--- src/rtl/dmem_bridge_if.sv ---
`default_nettype none
// ============================================================================
// Module   : dmem_bridge_if
// Brief    : Request/acknowledge data-memory bus between bridge and memory.
// Revision : 1.0
// ============================================================================
interface dmem_bridge_if;
    logic        bus_req;
    logic        bus_we;
    logic [31:0] bus_addr;
    logic [31:0] bus_wdata;
    logic        bus_ack;
    logic [31:0] bus_rdata;

    modport master (
        output bus_req, bus_we, bus_addr, bus_wdata,
        input  bus_ack, bus_rdata
    );

    modport slave (
        input  bus_req, bus_we, bus_addr, bus_wdata,
        output bus_ack, bus_rdata
    );
endinterface
`default_nettype wire

--- src/rtl/dmem_bridge.sv ---
`default_nettype none
// ============================================================================
// Module   : dmem_bridge
// Brief    : MEM-stage strobes to req/ack data bus with stall and error checks.
//            Optional bus timeout enabled by defining DMEM_TIMEOUT_EN.
// Revision : 1.0
// ============================================================================
module dmem_bridge #(
    parameter logic [31:0] DMEM_BASE      = 32'h1001_0000,
    parameter logic [31:0] DMEM_SIZE      = 32'h0000_1000,
    parameter int          TIMEOUT_CYCLES = 64
) (
    input  wire logic        clk,
    input  wire logic        rst,
    input  wire logic        MemRead,
    input  wire logic        MemWrite,
    input  wire logic [31:0] dAddress,
    input  wire logic [31:0] dWriteData,
    output logic      [31:0] dReadData,
    output logic             stall,
    output logic             err,
    output logic             err_sticky,
    dmem_bridge_if.master    bus
);

    localparam logic [1:0] S_IDLE = 2'd0;
    localparam logic [1:0] S_REQ  = 2'd1;
    localparam logic [1:0] S_DONE = 2'd2;
    localparam logic [1:0] S_ERR  = 2'd3;

    // 33-bit window bounds so BASE+SIZE cannot wrap past 2^32.
    localparam logic [32:0] WIN_LO = {1'b0, DMEM_BASE};
    localparam logic [32:0] WIN_HI = {1'b0, DMEM_BASE} + {1'b0, DMEM_SIZE};

    logic [1:0]  state;
    logic [1:0]  next_state;
    logic [32:0] addr_ext;
    logic        any_strobe;
    logic        in_range;
    logic        legal;
    logic        timeout_hit;

    assign addr_ext   = {1'b0, dAddress};
    assign any_strobe = MemRead | MemWrite;
    assign in_range   = (addr_ext >= WIN_LO) && (addr_ext < WIN_HI);
    assign legal      = (MemRead ^ MemWrite) && (dAddress[1:0] == 2'b00) && in_range;

`ifdef DMEM_TIMEOUT_EN
    localparam logic [7:0] TO_LAST = 8'(TIMEOUT_CYCLES - 1);

    logic [7:0] to_cnt;

    // Counts REQ cycles without an ack; the limit cycle itself still honours ack.
    always_ff @(posedge clk) begin
        if (rst) begin
            to_cnt <= 8'd0;
        end else if (state == S_IDLE && legal) begin
            to_cnt <= 8'd0;
        end else if (state == S_REQ && !bus.bus_ack) begin
            to_cnt <= to_cnt + 8'd1;
        end
    end

    assign timeout_hit = (to_cnt == TO_LAST);
`else
    if (TIMEOUT_CYCLES < 1 || TIMEOUT_CYCLES > 255) begin : g_timeout_range_unused
    end

    assign timeout_hit = 1'b0;
`endif

    always_ff @(posedge clk) begin
        if (rst) begin
            state <= S_IDLE;
        end else begin
            state <= next_state;
        end
    end

    always_comb begin
        next_state = S_IDLE;
        case (state)
            S_IDLE: begin
                if (legal) begin
                    next_state = S_REQ;
                end else if (any_strobe) begin
                    next_state = S_ERR;
                end
            end
            S_REQ: begin
                if (bus.bus_ack) begin
                    next_state = S_DONE;
                end else if (timeout_hit) begin
                    next_state = S_ERR;
                end else begin
                    next_state = S_REQ;
                end
            end
            default: next_state = S_IDLE;
        endcase
    end

    always_comb begin
        bus.bus_req = (state == S_REQ);
        stall       = (state == S_REQ) || (state == S_IDLE && legal);
    end

    // err and err_sticky are registered on entry to ERR so both show in that cycle.
    always_ff @(posedge clk) begin
        if (rst) begin
            dReadData     <= 32'd0;
            bus.bus_we    <= 1'b0;
            bus.bus_addr  <= 32'd0;
            bus.bus_wdata <= 32'd0;
            err           <= 1'b0;
            err_sticky    <= 1'b0;
        end else begin
            if (state == S_IDLE && legal) begin
                bus.bus_we    <= MemWrite;
                bus.bus_addr  <= dAddress;
                bus.bus_wdata <= dWriteData;
            end
            if (state == S_REQ && bus.bus_ack && !bus.bus_we) begin
                dReadData <= bus.bus_rdata;
            end
            err        <= (next_state == S_ERR);
            err_sticky <= err_sticky | (next_state == S_ERR);
        end
    end

endmodule
`default_nettype wire

--- src/flat_wrapper.sv ---
// flat-port wrapper written by rule: the top's interface ports become plain ports
module dmem_bridge_flat 
#(
    parameter logic [31:0] DMEM_BASE      = 32'h1001_0000,
    parameter logic [31:0] DMEM_SIZE      = 32'h0000_1000,
    parameter int          TIMEOUT_CYCLES = 64
)
  (clk, rst, MemRead, MemWrite, dAddress, dWriteData, dReadData, stall, err, err_sticky, bus_bus_req, bus_bus_we, bus_bus_addr, bus_bus_wdata, bus_bus_ack, bus_bus_rdata);
  dmem_bridge_if bus_i ();
  input  wire logic clk;
  input  wire logic rst;
  input  wire logic MemRead;
  input  wire logic MemWrite;
  input  wire logic [31:0] dAddress;
  input  wire logic [31:0] dWriteData;
  output logic      [31:0] dReadData;
  output logic stall;
  output logic err;
  output logic err_sticky;
  output wire logic [$bits(bus_i.bus_req)-1:0] bus_bus_req;
  output wire logic [$bits(bus_i.bus_we)-1:0] bus_bus_we;
  output wire logic [$bits(bus_i.bus_addr)-1:0] bus_bus_addr;
  output wire logic [$bits(bus_i.bus_wdata)-1:0] bus_bus_wdata;
  input wire logic [$bits(bus_i.bus_ack)-1:0] bus_bus_ack;
  input wire logic [$bits(bus_i.bus_rdata)-1:0] bus_bus_rdata;
  assign bus_bus_req = bus_i.bus_req;
  assign bus_bus_we = bus_i.bus_we;
  assign bus_bus_addr = bus_i.bus_addr;
  assign bus_bus_wdata = bus_i.bus_wdata;
  assign bus_i.bus_ack = bus_bus_ack;
  assign bus_i.bus_rdata = bus_bus_rdata;
  dmem_bridge #(.DMEM_BASE(DMEM_BASE), .DMEM_SIZE(DMEM_SIZE), .TIMEOUT_CYCLES(TIMEOUT_CYCLES)) u_core (.clk(clk), .rst(rst), .MemRead(MemRead), .MemWrite(MemWrite), .dAddress(dAddress), .dWriteData(dWriteData), .dReadData(dReadData), .stall(stall), .err(err), .err_sticky(err_sticky), .bus(bus_i));
endmodule
--- config.mk ---
export PLATFORM = sky130hd
export DESIGN_NAME = dmem_bridge_flat
export DESIGN_NICKNAME = d
export VERILOG_FILES = /design/src/rtl/dmem_bridge_if.sv /design/src/rtl/dmem_bridge.sv /design/src/flat_wrapper.sv
export SDC_FILE = /design/constraint.sdc
export NUM_CORES = 1
export LEC_CHECK = 0
export BUFFER_PORTS_ARGS = -buffer_cell sky130_fd_sc_hd__buf_4
export CORE_MARGIN = 2
export CORE_UTILIZATION = 44
export DETAILED_ROUTE_END_ITERATION = 8
export PLACE_DENSITY = 0.76
export SLEW_MARGIN = 10
export SYNTH_ARGS = -nofsm -noshare
export SYNTH_HDL_FRONTEND = slang
export SYNTH_SLANG_ARGS = --single-unit
--- constraint.sdc ---
create_clock -name clk -period 1.9 [get_ports clk]
set_input_delay 0.19 -clock clk [delete_from_list [all_inputs] [get_ports clk]]
set_output_delay 0.19 -clock clk [all_outputs]
set_load 0.005 [all_outputs]
; ---- Yosys cells after proc, flatten, opt, wreduce, memory -nomap -nowiden
; Cells that the tools add are included.
[word_totals]
ff_bits = 101
input_bits = 101
out_inout_bits = 101
elab_cells = 28
[classes]
magnitude_cmp = 2
n_eq_ne = 2
n_mux = 4
n_bitwise = 3
n_reduce_logical = 10
[op_table]
columns = cell, count
row1 = "32-bit by 29-bit >= comparator with 1-bit output, second input constant", 1
row2 = "32-bit by 29-bit < comparator with 1-bit output, second input constant", 1
row3 = 1-bit logical AND, 6
row4 = 2-bit two-way mux, 3
row5 = 2-bit logical NOT, 2
row6 = 2-bit case mux with 2 select lines, 1
row7 = "2-bit by 1-bit == test with 1-bit output, second input constant", 1
row8 = "2-bit == test, second input constant", 1
row9 = 1-bit OR, 2
row10 = 1-bit logical NOT, 1
row11 = 1-bit logical OR, 1
row12 = 1-bit bitwise XOR, 1

; ---- Depth between registers and ports, before layout
; Gate-level depths: netlist of run 1.
[depth]
ltp_word = 7
depth_mapped = 8

; ---- Least setup slack after synthesis of run 1
; OpenSTA, ideal clock, no wires.
[synth_timing]
kind = in2out
from = input MemRead
to = output stall
t_arrival_ns = 1.256
path_slack_ns = 0.454
path_stages = 7
cell_sequence = inv_1 > ha_1 > nor4b_2 > and4_4 > buf_12 > a21oi_2 > nor2_1
[synth_between]
elab_chain_cells = 5
[synth_rtl]
columns = element, line
row1 = from (decl), flat_wrapper.sv:12  ; input wire logic MemRead;
row2 = 1-bit bitwise XOR, dmem_bridge.sv:46  ; assign legal = (MemRead ^ MemWrite) && (dAddress[1:0] == 2'b00) && in_range;
row3 = 1-bit logical AND (2 in a row), dmem_bridge.sv:46
row4 = 1-bit logical AND, dmem_bridge.sv:105  ; stall = (state == S_REQ) || (state == S_IDLE && legal);
row5 = 1-bit logical OR, dmem_bridge.sv:105
row6 = to (decl), flat_wrapper.sv:17  ; output logic stall;
; Every way passes these cells.

; ---- Final worst setup path of run 1
; Same ends and word-level chain as after synthesis.

==> results of run 1 <==
cells by family (layout without fill, tap and decap cells):
kind of cell | Yosys count | after routing
AOI/OAI and AO/OA | 126 | 126
adders and majority gates | 1 | 1
DFF | 101 | 101
buffers and inverters | 40 | 231
and+or+nand+nor | 147 | 147
registers in the layout (all words and copies together), names as in the netlist:
name / cells
u_core.bus.bus_we: 1
u_core.bus.bus_addr: 32
u_core.err_sticky: 1
u_core.state: 2
u_core.err: 1
u_core.dReadData: 32
u_core.bus.bus_wdata: 32
final cells by class:
class,count,area (um^2),area share
clock buffers,9,123.9,0.02298
well taps,105,131.4,0.02437
clock inverters,7,66.31,0.01230
repair buffers,211,1622,0.3008
inverters,4,15.01,0.002785
multi-input cells,274,1411,0.2618
flip-flops and latches,101,2022,0.3750
power by group through the flow:
| stage | sequential (mW) | clock [mW] | combinational, mW |
|---|---|---|---|
| 2_1_floorplan | 2.23 | 0 | 0.127 |
| 3_3_place_gp | 2.23 | 0 | 0.391 |
| 3_5_place_dp | 2.23 | 0 | 0.397 |
| 4_1_cts | 2.18 | 1.34 | 0.398 |
| 5_1_grt | 2.18 | 1.42 | 0.434 |
| 6_report | 2.18 | 1.31 | 0.396 |
stage by stage:
stage | instance area, um^2 | setup WS, ns
after detailed placement | 5197 | -0.08072
after global placement | 5197 | 0.004803
final | 5391 | 0.1814
after CTS | 5388 | 0.1538
after floorplan | 3710 | 0.4544
after global routing | 5391 | 0.07808
worst min-delay path by stage:
| stage | end | cells after the start | slack [ns] | startpoint |
|---|---|---|---|---|
| 2_1_floorplan | u_core.state[0] | 1 | 0.28 | bus_bus_ack |
| 3_3_place_gp | u_core.state[0] | 2 | 0.39 | bus_bus_ack |
| 3_5_place_dp | u_core.state[0] | 2 | 0.40 | bus_bus_ack |
| 4_1_cts | u_core.state[0] | 2 | 0.007 | bus_bus_ack |
| 5_1_grt | u_core.state[0] | 2 | 0.007 | bus_bus_ack |
| 6_report | u_core.state[0] | 2 | 0.02 | bus_bus_ack |
placed cells by master, fill, tap and decap left out, types with 4 or more instances in the layout:
| cell | synthesis | layout |
|---|---|---|
| buf_4 | 5 | 208 |
| dfxtp_1 | 101 | 101 |
| a21oi_1 | 78 | 77 |
| nand2_1 | 65 | 65 |
| o21ai_0 | 45 | 45 |
| nand3_1 | 44 | 44 |
| and2_1 | 21 | 21 |
| clkbuf_8 | 0 | 9 |
| inv_1 | 4 | 4 |
| nor2_1 | 4 | 4 |
timing repair:
item / CTS / global route
endpoints found under the hold margin: 0 / 0
endpoints found under the setup margin: 0 / 20
resized for setup: 0 / 1
hold buffers: 0 / 0
routing by layer:
metal,wire [um],vias up,track usage
met3,878,29,0.06265
met5,0,-,0
met2,4844,154,0.3421
met1,4220,1631,0.2681
li1,-,1782,-
met4,379,0,0.1107
==> impl_metrics.yaml, run 1 <==
finish:
  drive_above_1_share: 0.3927
  final_core_util: 0.6595
  finalNetCount: 703
  fillers: 718
  layoutNonFillerInstCount: 711
  antenna_cells: 0
  synthToLayoutAreaGrowth_pct: 45.33
synth:
  synth_mux_area_frac: 0
  ys_seq_area_frac: 0.5450
  ys_types: 29
  synth_top_family_by_area: "simple AND/OR/NAND/NOR gates"
  synth_edf_count: 0
  syn-cell-area_um2: 3710
  yosys.area.top_type_share: 0.5450
  synth.most_common_cell: "dfxtp_1"
  synthTopCellsByArea: "dfxtp_1, a21oi_1, nand2_1"
  synthFlopType: "dfxtp_1"
  syn_nets: 517
  synthSimpleGateAreaFrac: 0.1990
  synth-compound-area-share: 0.1754
  async_flop_share: 0
  yosys.area.top_type: "dfxtp_1"
  synthAdderAreaFrac: 0.003373
  synth_common_cells: "dfxtp_1, a21oi_1, nand2_1"
  synth_xor_xnor_area_share: 0
  ys_warn_count: 0
  synthCells: 415
  postSynthAreaPerCell_um2: 8.939
  ys_ff_latch: 101
cts:
  numCtsBuffers: 9
  post-cts-setup-buffers: 0
  root_buffer: "clkbuf_8"
  clock_sinks: 101
  insertion_delay_ns: 0.37
  cts_tree: "yes"
  clk_path_buf_depth: 2
  h-tree-depth: 3
  clk_transition_reported_paths_ns: 0.10
timing:
  hold_viol: 0
  max_freq_mhz: 581.9
  setup_viol: 0
  maxSlewHeadroom: 0.5964
  tns_ns: 0
  slew_violations: 0
  skew_ns: 0.01096
  fin_hold_ws_ns: 0.02066
  period_minus_slack_ns: 1.719
  worstMarginPinSlew_ns: 0.6054
  post-route-period-util: 0.9045
  rsz0062_at_grt: "false"
critical_path:
  startpoint: "MemRead"
  critPathTopFamily: "simple AND/OR/NAND/NOR gates"
  crit_fanout: 4
  cp_slowest_cell: "ha_1"
  r2r_cells: 6
  worstReg2RegStart: "u_core.state[0]"
  cp-end-kind: "primary output"
  crit_path_frequent_cell: "buf_4"
  reg2reg_to: "u_core.dReadData[24]"
  r2r_slack_ns: 0.41
  max_stage_delay_ns: 0.26
  cp_num_buf_inv: 4
  crit_chain: "buf_4 -> inv_1 -> ha_1 -> nor4b_2 -> and4_4 -> buf_4 -> a21oi_2 -> nor2_1 -> buf_4"
  cp.depth: 9
  worstPathArrival_ns: 1.53
  required_ns: 1.71
  critPathKind: "primary input to primary output"
  endpoint: "stall"
  critPathLaunchType: "primary input"
job:
  cap_violations: 0
floorplan:
  die-height_um: 95.82
  fp.dieArea_um2: 9181
  core_area_um2: 8175
  start_util: 0.4538
  io_pins: 202
  num_rows: 33
  die_width_um: 95.82
power:
  seqPwrFrac: 0.561
  clkPwrFrac: 0.337
  ir_worst_vdd_mv: 0.4149
  leakagePower_nw: 2.310
  p_sw_frac: 0.2534
  p_int_mw: 2.897
  power.density_nw_per_um2: 719.8
  power_frac_comb: 0.102
  totalPowerFinal_mw: 3.881
  switchingPower_mw: 0.9835
placed_design:
  hpwl_um: 7191
  dp.cells: 695
  place.gp.congestion: 0.7314
  port_buffers: 201
global_routing:
  grt_max_degree: 59
  grt_pass1_wl_um: 15630
  first_global_vias: 3314
  grt_overflow_total: 0
  antenna_found_initial: 0
  grt_usage: 0.2163
drt:
  wl_per_cell_um: 14.52
  routed-via-count: 3596
  ant_nets: 0
  drc: 0
  first_iter_violations: 144
  routed_wl_um: 10320
  drt-pass1-iter-count: 5
  avgViaCountPerCell: 5.058
worst_hold_path:
  hold_path.class: "primary input to register"
run_status:
  status: "finished clean"
(Power assumes the default switching activity.)
==> inputs of run 2 (changes only) <==
--- a/config.mk
+++ b/config.mk
@@ -5,6 +5,7 @@
 export SDC_FILE = /design/constraint.sdc
 export NUM_CORES = 1
 export LEC_CHECK = 0
+export ABC_AREA = 1
 export BUFFER_PORTS_ARGS = -buffer_cell sky130_fd_sc_hd__buf_4
 export CORE_MARGIN = 2
 export CORE_UTILIZATION = 44
==> run 2 against run 1 <==
  * Cell count grew 16%
  * Critical path depth shrank 5
  * Via count grew 2.5%
  * Fmax grew 15%
  * Highest routed layer unchanged
  * Register-to-register slack gained 0.09 ns
  * Global-route usage shrank 0.89 points
  * Wire length shrank 6.9%
==> impl_metrics.yaml, run 2 <==
synth:
  ys_types: 18
  ys_seq_area_frac: 0.5394
  yosys.area.top_type: "dfxtp_1"
  synth_common_cells: "nor2_1, dfxtp_1, nand2_1"
  ys_ff_latch: 101
  synthTopCellsByArea: "dfxtp_1, nor2_1, nand2_1"
  synth_edf_count: 0
  postSynthAreaPerCell_um2: 7.100
  async_flop_share: 0
  syn_nets: 630
  syn-cell-area_um2: 3749
  yosys.area.top_type_share: 0.5394
  synthFlopType: "dfxtp_1"
  synthCells: 528
  synth.most_common_cell: "nor2_1"
  ys_warn_count: 0
timing:
  period_minus_slack_ns: 1.498
  skew_ns: 0.01476
  hold_viol: 0
  rsz0062_at_grt: "false"
  timing.final.ws_setup_ns: 0.4020
  maxSlewHeadroom: 0.6355
  max_freq_mhz: 667.6
  worstMarginPinSlew_ns: 0.5460
  setup_viol: 0
  slew_violations: 0
  tns_ns: 0
  post-route-period-util: 0.7884
drt:
  drc: 0
  drt-pass1-iter-count: 4
  wl_per_cell_um: 11.61
  first_iter_violations: 79
  avgViaCountPerCell: 4.450
  ant_nets: 0
  routed-via-count: 3685
  routed_wl_um: 9609
floorplan:
  start_util: 0.4539
  fp.dieArea_um2: 9274
  num_rows: 33
  die_width_um: 96.30
  die-height_um: 96.30
  core_area_um2: 8258
  io_pins: 202
cts:
  post-cts-setup-buffers: 0
  clk_path_buf_depth: 2
  clock_sinks: 101
  cts_tree: "yes"
  insertion_delay_ns: 0.36
  numCtsBuffers: 9
  clk_transition_reported_paths_ns: 0.11
  h-tree-depth: 3
  hold_buffers: 0
  cts_resized: 0
  root_buffer: "clkbuf_8"
critical_path:
  critPathKind: "register to primary output"
  required_ns: 1.71
  worstPathArrival_ns: 1.31
  crit_fanout: 4
  r2r_cells: 6
  critPathLaunchType: "register"
  cp-end-kind: "primary output"
finish:
  finalNetCount: 820
  reg_top3: "u_core.bus.bus_addr x32, u_core.bus.bus_wdata x32, u_core.dReadData x32"
  final_area_um2: 5544
  drive_above_1_share: 0.3126
  final_core_util: 0.6714
  layout_common_cells: "buf_4, nor2_1, dfxtp_1, nand2_1, inv_1"
  synthToLayoutAreaGrowth_pct: 47.90
  final_common_cell: "buf_4"
  antenna_cells: 0
global_routing:
  grt_overflow_total: 0
  grt_max_degree: 105
  grt_usage: 0.2074
  antenna_found_initial: 0
  first_global_vias: 3466
  grt_pass1_wl_um: 15060
job:
  cap_violations: 0
placed_design:
  pre_cts_ws_ns: 0.2478
  hpwl_um: 7092
  port_buffers: 201
  place.gp.congestion: 0.7884
  place_area_um2: 5330
power:
  ir_worst_vdd_mv: 0.3390
  leakagePower_nw: 3.087
  power.density_nw_per_um2: 734.4
run_status:
  status: "finished clean"
worst_hold_path:
  hold_path.class: "primary input to register"
  hold_depth: 3
-- run 2: cell count changes after synthesis, moves of 3 or more --
cell	previous run	this run
and2_1	21	0
o21ai_0	45	33
a21oi_1	78	1
nor4b_2	3	0
nand3_1	44	21
nor2_1	4	173
nand2_1	65	96
buf_12	5	0
inv_1	4	70
-- run 2: layout make-up --
cell class | instances | area, um^2
clock inverter | 6 | 76.32
multi-input combinational | 329 | 1339
sequential | 101 | 2022
timing repair buffer | 206 | 1572
fill | 736 | 2714
clock buffer | 10 | 137.6
inverter | 71 | 266.5
tap | 105 | 131.4
-- run 2: report_power, final --
| group | total [mW] | switching, mW | internal, mW |
|---|---|---|---|
| registers | 2.21 | 0.0317 | 2.18 |
| clock network | 1.41 | 0.743 | 0.668 |
| logic | 0.452 | 0.190 | 0.261 |
-- run 2: critical path, stage by stage (launching register included) --
cell	delay (ns)
dfxtp_1	0.32
nor2_1	0.25
nand4_4	0.17
nand2_1	0.10
buf_4	0.12
-- run 2: cells by family after synthesis --
kind of cell	synth area share
adder cells (fa/ha/maj)	0.003337
flip-flops	0.5394
buffers and inverters	0.1058
AO/OA/AOI/OAI	0.04706
AND/OR/NAND/NOR	0.3044
-- run 2: worst paths after layout --
| check | startpoint | slack (ns) | end |
|---|---|---|---|
| worst max-delay path | u_core.state[0] | 0.40 | stall |
| worst min-delay path | dWriteData[24] | 0.04 | u_core.bus.bus_wdata[24] |
| worst max register to register | u_core.state[0] | 0.50 | u_core.dReadData[31] |
| worst min register to register | u_core.bus.bus_addr[29] | 0.46 | u_core.bus.bus_addr[29] |
-- run 2: through the flow --
step	cells	power (mW)	hold slack [ns]
6_report	828	4.072	0.04125
5_1_grt	828	4.280	0.02776
4_1_cts	828	4.124	0.02420
3_5_place_dp	812	2.711	0.4174
3_3_place_gp	812	2.700	0.4096
2_1_floorplan	528	2.415	0.2591
-- run 2: layer usage --
| metal | GRT usage | wire length (um) |
|---|---|---|
| met1 | 0.2204 | 3794 |
| met2 | 0.3605 | 4457 |
| met5 | 0 | 0 |
| met4 | 0.08920 | 195 |
| met3 | 0.08536 | 1161 |
==> inputs of run 3 (changes only) <==
==> constraint.sdc (replaced) <==
create_clock -name clk -period 1.41 [get_ports clk]
set_input_delay 0.141 -clock clk [delete_from_list [all_inputs] [get_ports clk]]
set_output_delay 0.141 -clock clk [all_outputs]
set_load 0.005 [all_outputs]
==> run 3 against run 2 <==
  * Cell count increased by 4.6%
  * Highest routed layer unchanged
  * Wire length increased by 8.7%
  * Hold slack got worse by 0.031 ns
  * Via count increased by 5.8%
  * Clock skew decreased by 0.0060 ns
  * Die area unchanged
  * Setup slack got worse by 0.31 ns
  * Largest cell class unchanged
  * Largest power group unchanged
==> impl_metrics.yaml, run 3 (synthesis results as in run 2) <==
timing:
  setup_viol: 0
  fin_hold_ws_ns: 0.01073
  worstMarginPinSlew_ns: 0.3249
  post-route-period-util: 0.9347
  period_minus_slack_ns: 1.318
  slew_violations: 0
  skew_ns: 0.008734
  hold_viol: 0
  max_freq_mhz: 758.8
  maxSlewHeadroom: 0.7834
drt:
  ant_nets: 0
  drt-pass1-iter-count: 4
  avgViaCountPerCell: 4.503
  routed-via-count: 3900
  drc: 0
  routed_wl_um: 10450
  wl_per_cell_um: 12.07
  first_iter_violations: 102
finish:
  synthToLayoutAreaGrowth_pct: 57.84
  final_common_cell: "buf_4"
  reg_top3: "u_core.bus.bus_addr x32, u_core.bus.bus_wdata x32, u_core.dReadData x32"
  layoutNonFillerInstCount: 866
  drive_above_1_share: 0.3127
  antenna_cells: 0
  fillers: 654
  finalNetCount: 858
  layout_common_cells: "buf_4, nor2_1, dfxtp_1, nand2_1, inv_1"
critical_path:
  crit_chain: "inv_1 -> nor2_2 -> buf_4 -> inv_1 -> nand2_1 -> buf_4"
  critPathKind: "register to primary output"
  cp-end-kind: "primary output"
  critPathLaunchType: "register"
  cp_num_buf_inv: 4
  cp_slowest_cell: "dfxtp_2"
  worstPathArrival_ns: 1.18
  max_stage_delay_ns: 0.34
  crit_fanout: 3
  critPathTopFamily: "buffers and inverters"
  required_ns: 1.27
cts:
  clk_path_buf_depth: 2
  h-tree-depth: 3
  insertion_delay_ns: 0.36
  numCtsBuffers: 9
  clk_transition_reported_paths_ns: 0.10
  clock_sinks: 101
  root_buffer: "clkbuf_8"
  cts_tree: "yes"
power:
  leakagePower_nw: 3.241
  p_sw_frac: 0.2550
  power_frac_comb: 0.128
  p_int_mw: 4.048
  ir_worst_vdd_mv: 0.5430
  seqPwrFrac: 0.548
  power.density_nw_per_um2: 918.2
  switchingPower_mw: 1.385
  clkPwrFrac: 0.323
placed_design:
  place.gp.congestion: 0.7689
  hpwl_um: 7245
  dp.cells: 821
  port_buffers: 201
floorplan:
  die-height_um: 96.30
  fp.dieArea_um2: 9274
  core_area_um2: 8258
  start_util: 0.4539
  die_width_um: 96.30
  num_rows: 33
  io_pins: 202
global_routing:
  first_global_vias: 3506
  grt_usage: 0.2182
  grt_overflow_total: 0
  grt_pass1_wl_um: 15860
  grt_max_degree: 50
  antenna_found_initial: 0
run_status:
  status: "finished clean"
job:
  cap_violations: 0
worst_hold_path:
  hold_path.class: "primary input to register"
[run 3: final timing paths]
| kind | slack [ns] | start | cells past startpoint | endpoint |
|---|---|---|---|---|
| worst max-delay path | 0.09 | u_core.state[0] | 6 | stall |
| worst min-delay path | 0.01 | dAddress[8] | 3 | u_core.bus.bus_addr[8] |
| worst max register to register | 0.11 | u_core.state[0] | 7 | u_core.bus.bus_wdata[1] |
| worst min register to register | 0.46 | u_core.bus.bus_addr[15] | 2 | u_core.bus.bus_addr[15] |
[run 3: timing repair]
| action | in CTS | in global routing |
|---|---|---|
| pin swaps | 1 | 0 |
| hold buffers | 28 | 0 |
| resized for setup | 1 | 1 |
| endpoints found under the hold margin | 32 | 0 |
| endpoints found under the setup margin | 1 | 1 |
| buffers inserted | 1 | 0 |
[run 3: per-layer routing]
layer,wire (um),global-route usage,vias up
li1,-,-,2019
met1,4228,0.2544,1714
met2,4943,0.3657,147
met3,1076,0.08066,20
met4,201,0.08099,0
met5,0,0,-
[run 3: worst register-to-register path, cell delays in order, from the launching register on]
cell	delay, ns
dfxtp_2	0.34
nor2_2	0.17
nand4_4	0.12
buf_4	0.19
buf_12	0.17
nand2_1	0.11
nand2_1	0.07
nor2_1	0.08
[run 3: layout make-up]
cell class                 instances  area [um^2]  area share
sequential                       101         2023      0.3419
timing repair buffer             244         1964      0.3320
multi-input combinational        329         1341      0.2267
inverter                          71        266.5     0.04504
tap                              105        131.4     0.02220
clock buffer                       9        123.9     0.02093
clock inverter                     7        66.31     0.01121
[run 3: power groups by stage]
stage / Clock (mW) / Combinational (mW) / Sequential, mW
floorplan: 0 / 0.207 / 3.05
global placement: 0 / 0.624 / 3.04
detailed placement: 0 / 0.632 / 3.04
CTS: 1.82 / 0.698 / 2.98
global route: 1.93 / 0.768 / 2.99
finish: 1.76 / 0.697 / 2.98
[run 3: metrics by stage]
step                      area, um^2  power, mW  utilization  setup TNS (ns)  setup WS, ns
after floorplan                 3749      3.254            -               0       0.06561
after global placement          5435      3.664       0.6582          -5.500       -0.1509
after detailed placement        5435      3.676       0.6582          -8.528       -0.2400
after CTS                       5916      5.495       0.7164               0       0.04165
after global routing            5917      5.687       0.7165       -0.003258     -0.003258
final                           5917      5.433       0.7165               0       0.09204
